### src/rtl/secuenciador_resta.sv
// secuenciador_resta: operand sequencer and result register around an external combinational subtractor.
// Optional RESTA_SAT_EN: negative differences are clamped to zero in CALC.
module secuenciador_resta #(
    parameter int WIDTH = 8
) (
    input  logic             CLK,
    input  logic             RST_N,
    input  logic [WIDTH-1:0] DATA_IN,
    input  logic             LOAD,
    input  logic             CLEAR,
    output logic [WIDTH-1:0] SUB_A,
    output logic [WIDTH-1:0] SUB_B,
    input  logic [WIDTH-1:0] SUB_OUT,
    output logic [WIDTH-1:0] RESULT,
    output logic             BORROW,
    output logic             ZERO,
    output logic             VALID,
    output logic [1:0]       STATE
);
    typedef enum logic [1:0] {
        WAIT_A = 2'b00,
        WAIT_B = 2'b01,
        CALC   = 2'b10,
        SHOW   = 2'b11
    } state_t;

    state_t           state_q, state_d;
    logic [WIDTH-1:0] a_q, a_d, b_q, b_d, result_q, result_d;
    logic             borrow_q, borrow_d, zero_q, zero_d, valid_q, valid_d;
    logic             calc_borrow;
    logic [WIDTH-1:0] calc_result;

    // Borrow comes from the registered operands, never from the subtractor output.
    assign calc_borrow = a_q < b_q;
`ifdef RESTA_SAT_EN
    assign calc_result = calc_borrow ? '0 : SUB_OUT;
`else
    assign calc_result = SUB_OUT;
`endif

    always_comb begin
        state_d  = state_q;
        a_d      = a_q;
        b_d      = b_q;
        result_d = result_q;
        borrow_d = borrow_q;
        zero_d   = zero_q;
        valid_d  = valid_q;
        if (CLEAR) begin
            state_d  = WAIT_A;
            a_d      = '0;
            b_d      = '0;
            result_d = '0;
            borrow_d = 1'b0;
            zero_d   = 1'b0;
            valid_d  = 1'b0;
        end else begin
            case (state_q)
                WAIT_A: if (LOAD) begin
                    a_d     = DATA_IN;
                    state_d = WAIT_B;
                end
                WAIT_B: if (LOAD) begin
                    b_d     = DATA_IN;
                    state_d = CALC;
                end
                CALC: begin
                    result_d = calc_result;
                    borrow_d = calc_borrow;
                    zero_d   = calc_result == '0;
                    valid_d  = 1'b1;
                    state_d  = SHOW;
                end
                default: if (LOAD) begin
                    a_d     = DATA_IN;
                    valid_d = 1'b0;
                    state_d = WAIT_B;
                end
            endcase
        end
    end

    always_ff @(posedge CLK or negedge RST_N) begin
        if (!RST_N) begin
            state_q  <= WAIT_A;
            a_q      <= '0;
            b_q      <= '0;
            result_q <= '0;
            borrow_q <= 1'b0;
            zero_q   <= 1'b0;
            valid_q  <= 1'b0;
        end else begin
            state_q  <= state_d;
            a_q      <= a_d;
            b_q      <= b_d;
            result_q <= result_d;
            borrow_q <= borrow_d;
            zero_q   <= zero_d;
            valid_q  <= valid_d;
        end
    end

    assign SUB_A  = a_q;
    assign SUB_B  = b_q;
    assign RESULT = result_q;
    assign BORROW = borrow_q;
    assign ZERO   = zero_q;
    assign VALID  = valid_q;
    assign STATE  = state_q;
endmodule

### config.mk
export PLATFORM = sky130hd
export DESIGN_NAME = secuenciador_resta
export DESIGN_NICKNAME = d
export VERILOG_FILES = /design/src/rtl/secuenciador_resta.sv
export SDC_FILE = /design/constraint.sdc
export NUM_CORES = 1
export LEC_CHECK = 0
export CORE_AREA = 4 4 61 63
export CTS_CLUSTER_DIAMETER = 120
export DETAILED_ROUTE_END_ITERATION = 6
export DIE_AREA = 0 0 65 67
export HOLD_SLACK_MARGIN = 0.05
export PLACE_DENSITY = 0.82
export SLEW_MARGIN = 20
export SYNTH_ARGS = -nofsm -noshare
export SYNTH_HDL_FRONTEND = slang
export SYNTH_SLANG_ARGS = --single-unit
### constraint.sdc
create_clock -name CLK -period 2.3 [get_ports CLK]
set_input_delay 0.345 -clock CLK [delete_from_list [all_inputs] [get_ports CLK]]
set_output_delay 0.345 -clock CLK [all_outputs]
set_load 0.1 [all_outputs]
==> results.yml, run 1 <==
synth:
  synth_top_area_cell: "dfrtp_1"
  syn_area_mm2: 0.00148
  ys_ff_latch: 29
  synth_nets: 176
  syn-mean-instance-area_um2: 10.2
  synth.distinct_cells: 24
  async_reset_ff_share_pct: 100
  synth_top_flop_cell: "dfrtp_1"
  synth_top_cell_area_share_pct: 48.9
  synth_cells: 145
  synth_edf_count: 0
  ys_top_cells_by_area: "dfrtp_1 49%, mux2i_1 11%, ha_1 9.3%"
  seq_area_frac_synth_pct: 48.9
  ys_warn_count: 0
  synth_common_cells: "29 x dfrtp_1, 21 x nor2_1, 17 x mux2i_1, 12 x inv_1"
  yosysMostFrequentCell: "dfrtp_1"
sta:
  fmax_ghz: 0.569
  timing.slew.headroom_pct: 58.6
  final.setup.worst_slack_ns: 0.544
  fin_skew_ns: 0.00666
  period_needed_ns: 1.76
  fin_crit_sh_pct: 76.4
  rsz0062_at_grt: "no"
  drv_slew: 0
  hold_violations: 0
  tightest_slew_ns: 0.619
  setup_tns_ns: 0
  setup_viol: 0
floorplan:
  core_mm2: 0.00323
  fp.dieW_um: 65
  initial_core_util_pct: 45.9
  io_pins: 49
  die_h_um: 67
  rows: 21
  die-area_mm2: 0.00436
clocking:
  cts.path.max_buffers: 2
  cts_tree: "yes"
  clkTransAtPathRegs_ns: 0.09
  post_cts_buffers: 0
  numCtsBuffers: 5
  clock_sinks: 29
  clock_insertion_delay_worst_skew_ns: 0.33
  cts_max_level: 2
  cts_resized: 0
  cts_hold_buf: 0
  root_buffer: "clkbuf_4"
setup_path:
  required_ns: 2.50
  max_stage_delay_ns: 0.46
  crit_slowest_cell: "nand2b_1"
  endpoint_kind: "flip-flop"
  crit_chain: "inv_1, ha_1, nand2b_1, mux2i_1, nor2_1"
  crit_path_start_kind: "flip-flop"
  critPathMaxFanout: 8
  crit_type: "reg2reg"
  cpLargestDelayFamily: "simple AND/OR/NAND/NOR gates"
  path_buf_inv: 1
  critPathArrivalTime_ns: 1.96
layout:
  final_area_mm2: 0.00197
  final_util_pct: 61.1
  drive_above_1_share_pct: 21.2
  diodes: 0
  synthToLayoutAreaGrowth_pct: 33.0
  nets: 228
  regArea_um2: 726
  multi_input_area_um2: 651
  nFillCells: 306
pwr:
  leakage_nw: 0.957
  vdd.ir_drop.worst_v: 0.000408
  total_power_mw: 1.38
  power_density_mw_per_mm2: 701
placed_design:
  dpl-instance-area_mm2: 0.00192
  hpwl_mm: 2.72
  place_ws_ns: 0.557
  place.gp.congestion: 0.795
  portBuffers: 48
routing:
  drc_errors: 0
  vias: 1223
  drtPass1Iterations: 4
  wirelength_mm: 3.57
  antenna_left: 0
  detail_route.iter0.violations: 54
  via_per_inst: 5.01
  wl_per_cell_um: 14.6
global_route:
  grt_pass1_wl_mm: 5.95
  use_met1_pct: 20.6
  grt_pass1_vias: 1303
  met3_usage_pct: 4.72
  grt_overflow: 0
  grt_usage_pct: 18.5
  grt_max_degree: 30
  met2_usage_pct: 32.6
  antenna_found_initial: 0
  busiest_layer: "met2"
run:
  max_cap_viol_count: 0
min_path:
  hold_path.class: "in2async"
run_status:
  status: "complete, no violations"
-- area by class of cell --
cell class	count	share of cell area (%)
Clock buffer	8	2.47
Tap cell	46	2.92
Sequential cell	29	36.8
Timing Repair Buffer	53	22.6
Multi-Input combinational cell	96	33.0
Inverter	12	2.28
-- where the power goes --
part / total [mW] / internal (mW) / switching, mW / leakage (nW)
logic: 0.523 / 0.148 / 0.375 / 0.534
registers: 0.569 / 0.541 / 0.0274 / 0.396
clock network: 0.291 / 0.122 / 0.169 / 0.0265
-- stage by stage --
| step | hold WS (ns) | std cells |
|---|---|---|
| CTS | 0.385 | 244 |
| floorplan | 0.0494 | 145 |
| global placement | 0.479 | 236 |
| detailed placement | 0.487 | 236 |
| global route | 0.400 | 244 |
| finish | 0.387 | 244 |
-- kinds of logic (layout without fill, tap and decap cells) --
logic type	count (synthesis)	count (layout)	synth area share (%)
AND/OR/NAND/NOR	51	51	15.5
flip-flops	29	29	48.9
buffers and inverters	20	73	7.25
AO/OA/AOI/OAI	17	17	7.59
multiplexers	17	17	11.5
adder cells (fa/ha/maj)	11	11	9.27
-- registers in the layout (all words and copies together), names as in the netlist --
name    count
BORROW      1
RESULT      8
STATE       2
SUB_A       8
SUB_B       8
VALID       1
ZERO        1
-- cell usage in the layout, fill, tap and decap left out, types with 2 or more instances in the layout --
cell,netlist,routed
mux2i_1,17,17
nand2b_1,2,2
nand3_1,10,10
nor2_1,21,21
clkbuf_1,1,3
clkdlybuf4s50_1,0,19
a21oi_1,9,9
o21ai_0,3,3
dfrtp_1,29,29
buf_4,2,34
nand4_1,2,2
inv_1,12,12
ha_1,11,11
clkbuf_4,0,5
nor4_1,2,2
nand2_1,11,11
-- layer usage --
metal | up-vias | routed length (um) | share of wire, %
met5 | - | 0 | 0
met4 | 0 | 54 | 1.5
met3 | 5 | 230 | 6.5
met2 | 41 | 1860 | 52
met1 | 587 | 1420 | 40
li1 | 590 | - | -
-- worst paths after layout --
kind | slack (ns) | to | cells past startpoint | startpoint
min in group CLK | 0.51 | BORROW | 2 | BORROW
max reg2reg | 0.54 | SUB_A[5] | 5 | STATE[1]
max | 0.54 | SUB_A[5] | 5 | STATE[1]
min | 0.39 | RESULT[4] | 2 | RST_N
max in group asynchronous | 1.63 | STATE[0] | 2 | RST_N
min reg2reg | 0.51 | BORROW | 2 | BORROW
Note: power is estimated with default switching activity, not from simulation.
==> run 2, diff against run 1 <==
Settings changed: CORE_AREA 4 4 61 63 to 4 4 63 65, DIE_AREA 0 0 65 67 to 0 0 67 69, PLACE_DENSITY 0.82 to 0.77.
Clock period 2.3 ns to 1.8 ns, I/O delays scaled along.
==> run 2 against run 1 <==
Maximum frequency grew 16%. Sequential power grew 30%. Cell area grew 11%. Count of clock-buffer cells in the layout is the same. Core utilization grew 4.5 points.
==> results.yml, run 2 (same netlist as run 1, synthesis figures left out) <==
sta:
  fin_skew_ns: 0.00665
  setup_viol: 0
  rsz0062_at_grt: "no"
  drv_slew: 0
  timing.slew.headroom_pct: 75.6
  fin_hold_ws_ns: 0.312
  period_needed_ns: 1.51
  tightest_slew_ns: 0.366
  hold_violations: 0
  fmax_ghz: 0.663
  setup_tns_ns: 0
  fin_crit_sh_pct: 83.8
global_route:
  grt_usage_pct: 16.5
  grt_max_degree: 30
  grt_pass1_vias: 1267
  grt_overflow: 0
  grt_pass1_wl_mm: 5.80
  antenna_found_initial: 0
run:
  max_cap_viol_count: 0
routing:
  vias: 1224
  wl_per_cell_um: 14.3
  wirelength_mm: 3.51
  drc_errors: 0
  antenna_left: 0
  detail_route.iter0.violations: 45
  drtPass1Iterations: 4
  via_per_inst: 5.00
setup_path:
  crit_type: "reg2reg"
  required_ns: 2.01
  critPathMaxFanout: 11
  crit_chain: "inv_1, ha_1, buf_4, mux2i_1, nor2_1"
  crit_slowest_cell: "dfrtp_2"
  cpLargestDelayFamily: "flip-flops"
  critPathArrivalTime_ns: 1.72
  path_buf_inv: 2
  max_stage_delay_ns: 0.45
  crit_path_start_kind: "flip-flop"
  endpoint_kind: "flip-flop"
floorplan:
  die-area_mm2: 0.00462
  initial_core_util_pct: 44.5
  io_pins: 49
  rows: 21
  fp.dieW_um: 67
  core_mm2: 0.00334
  die_h_um: 69
clocking:
  cts_tree: "yes"
  cts_resized: 0
  numCtsBuffers: 5
  cts_max_level: 2
  post_cts_buffers: 0
  clock_insertion_delay_worst_skew_ns: 0.33
  cts.path.max_buffers: 2
  cts_hold_buf: 0
  root_buffer: "clkbuf_4"
  clock_sinks: 29
  clkTransAtPathRegs_ns: 0.09
pwr:
  power_density_mw_per_mm2: 861
  total_power_mw: 1.88
  leakage_nw: 1.00
  vdd.ir_drop.worst_v: 0.000449
layout:
  synthToLayoutAreaGrowth_pct: 47.4
  mostFrequentLayoutCell: "dfrtp_1"
  drive_above_1_share_pct: 25.6
  mostFrequentLayoutCells: "22 x dfrtp_1, 21 x nor2_1, 20 x buf_4, 19 x clkdlybuf4s50_1, 17 x mux2i_1"
  nets: 229
  diodes: 0
placed_design:
  portBuffers: 48
  place.gp.congestion: 0.858
  hpwl_mm: 2.70
run_status:
  status: "complete, no violations"
min_path:
  hold_path.class: "in2async"
-- run 2: cell types whose count changed in the layout (fill, tap and decap cells not counted) --
cell	change
buf_12	+15
dfrtp_2	+7
clkbuf_1	-1
buf_4	-14
dfrtp_1	-7
clkbuf_8	+1
-- run 2: through the flow --
stage          instance area [um^2]  cells  setup WS (ns)  util [%]
2_1_floorplan                  1490    145       0.000409         -
3_3_place_gp                   2130    237          0.327      63.8
3_5_place_dp                   2130    237          0.301      63.8
4_1_cts                        2190    245          0.281      65.5
5_1_grt                        2190    245          0.201      65.5
6_report                       2190    245          0.292      65.5
-- run 2: per-layer routing --
metal | GRT usage [%] | vias up | share of wire [%]
met5 | 0 | - | 0
met4 | 5.41 | 0 | 1.5
met3 | 6.17 | 6 | 8.2
met2 | 26.9 | 48 | 49
met1 | 19.9 | 578 | 42
li1 | - | 592 | -
-- run 2: area by class of cell --
cell class | count | area, um^2
fillers | 261 | 1150
inverters | 12 | 45.0
flip-flops and latches | 29 | 734
multi-input cells | 96 | 651
clock buffers | 8 | 58.8
repair buffers | 54 | 641
well taps | 46 | 57.6
-- run 2: worst reg2reg max path: stages, from the launching register on --
cell and delay, ns:
dfrtp_2 0.45, inv_1 0.12, ha_1 0.29, buf_4 0.25, mux2i_1 0.22, nor2_1 0.06
-- run 2: power breakdown --
group	switching (mW)	internal (mW)	leakage [nW]
sequential	0.0472	0.694	0.385
combinational	0.476	0.254	0.585
clock	0.220	0.192	0.0326
total	0.744	1.14	1.00
-- run 2: worst paths after layout --
kind                           from        end  slack, ns  cells after the start
min in group CLK             BORROW     BORROW       0.53                      2
min                           RST_N   SUB_B[1]       0.31                      2
max in group asynchronous     RST_N   SUB_B[7]       1.19                      2
max reg2reg                STATE[0]  RESULT[0]       0.29                      5
min reg2reg                  BORROW     BORROW       0.53                      2
max                        STATE[0]  RESULT[0]       0.29                      5
==> run 3, diff against run 2 <==
Clock period 1.8 ns to 1.45 ns, I/O delays scaled along.
==> run 3 against run 2 <==
Core utilization up 9.2 points. Critical path depth did not move. Non-clock buffer count up 2. Sequential share of layout area shrank 2.4 points. Cell area is 14% higher. Largest cell class is now non-clock buffers.
==> results.yml, run 3 (same netlist as run 1, synthesis figures left out) <==
layout:
  mostFrequentLayoutCell: "buf_12"
  synthToLayoutAreaGrowth_pct: 68.0
  mostFrequentLayoutCells: "31 x buf_12, 21 x nor2_1, 19 x clkdlybuf4s50_1, 17 x mux2i_1"
  nets: 231
  final_util_pct: 74.7
  nFillCells: 257
  diodes: 0
  drive_above_1_share_pct: 35.8
  final_area_mm2: 0.00249
sta:
  timing.slew.headroom_pct: 75.6
  fin_skew_ns: 0.0101
  setup_viol: 0
  fmax_ghz: 0.719
  tightest_slew_ns: 0.366
  drv_slew: 0
  hold_violations: 0
  rsz0062_at_grt: "yes"
  setup_tns_ns: 0
  fin_crit_sh_pct: 95.9
  final.setup.worst_slack_ns: 0.0593
  period_needed_ns: 1.39
setup_path:
  reg2reg_from: "STATE[0]"
  rrSetupSlack_ns: 0.06
  crit_path_start_kind: "flip-flop"
  worst_r2r_path_depth: 5
  max_stage_delay_ns: 0.52
  crit_slowest_cell: "dfrtp_4"
  crit_type: "reg2reg"
  required_ns: 1.66
  crit_chain: "inv_4, ha_2, buf_12, mux2i_1, nor2_1"
  critPathArrivalTime_ns: 1.61
  critPathMaxFanout: 10
  endpoint_kind: "flip-flop"
  reg2reg_to: "RESULT[2]"
clocking:
  numCtsBuffers: 5
  cts.path.max_buffers: 2
  root_buffer: "clkbuf_4"
  post_cts_buffers: 0
  clkTransAtPathRegs_ns: 0.09
  clock_insertion_delay_worst_skew_ns: 0.33
  clock_sinks: 29
  cts_max_level: 2
  cts_tree: "yes"
pwr:
  vdd.ir_drop.worst_v: 0.000514
  power_density_mw_per_mm2: 991
  leakage_nw: 1.05
placed_design:
  portBuffers: 48
  hpwl_mm: 2.98
  dpl-instance-area_mm2: 0.00242
  place_ws_ns: 0.0234
  place.gp.congestion: 0.791
global_route:
  grt_pass1_vias: 1347
  grt_usage_pct: 18.0
  grt_pass1_wl_mm: 6.39
  antenna_found_initial: 0
  grt_overflow: 0
  grt_max_degree: 30
floorplan:
  die-area_mm2: 0.00462
  die_h_um: 69
  fp.dieW_um: 67
  initial_core_util_pct: 44.5
  io_pins: 49
  rows: 21
  core_mm2: 0.00334
routing:
  via_per_inst: 5.11
  drc_errors: 0
  antenna_left: 0
  vias: 1263
  drtPass1Iterations: 4
  wl_per_cell_um: 15.4
  wirelength_mm: 3.82
  detail_route.iter0.violations: 91
run:
  max_cap_viol_count: 0
min_path:
  hold_path.class: "in2async"
run_status:
  status: "complete, no violations"
run 3: cell types whose count changed in the layout (fill, tap and decap cells not counted), moves of 3 or more:
cell / change
buf_12: +16
ha_1: -4
buf_4: -14
dfrtp_1: -10
inv_1: -3
dfrtp_4: +12
run 3: stage by stage:
stage | total power [mW] | hold WS, ns | cells
detailed placement | 1.98 | 0.558 | 239
CTS | 2.48 | 0.284 | 247
finish | 2.47 | 0.267 | 247
global placement | 1.95 | 0.534 | 239
global route | 2.58 | 0.296 | 247
floorplan | 1.58 | -0.0781 | 145
run 3: final cells by class:
type	count	area, um^2	share of cell area [%]
multi-input combinational	96	694	27.8
inverter	12	50.0	2.01
clock buffer	8	58.8	2.36
timing repair buffer	56	856	34.3
sequential	29	777	31.2
tap	46	57.6	2.31
run 3: what timing repair did:
| action | CTS | global route |
|---|---|---|
| pin swaps | 0 | 1 |
| gates resized for setup | 1 | 2 |
| cloned | 0 | 0 |
| hold buffers | 0 | 0 |
| setup endpoints to repair | 1 | 4 |
run 3: power breakdown:
part           internal (mW)  total [mW]  switching [mW]
combinational          0.402        1.01           0.613
clock                  0.239       0.505           0.266
sequential             0.876       0.951          0.0753
total                   1.52        2.47           0.954
run 3: worst max path at each step:
stage                   from         to  slack (ns)  cells past startpoint
finish              STATE[0]  RESULT[2]        0.06                      5
global route        STATE[1]   STATE[1]      -0.001                      6
CTS                 STATE[1]   STATE[1]        0.01                      6
detailed placement  STATE[0]  RESULT[0]        0.02                      5
global placement        LOAD   SUB_A[2]        0.07                      5
floorplan           STATE[0]   SUB_A[2]        -0.1                      6
run 3: per-layer routing:
layer | track usage [%] | part of all wire (%)
met1 | 20.9 | 39
met2 | 30.0 | 51
met3 | 6.17 | 8.4
met4 | 6.76 | 1.7
met5 | 0 | 0
run 3: worst max-delay path: cells and delay by family (launching register included):
family | cells | cell delay, ns
fa+ha+maj | 1 | 0.26
buf+inv | 2 | 0.25
flops | 1 | 0.52
mux | 1 | 0.20
simple gates | 1 | 0.05
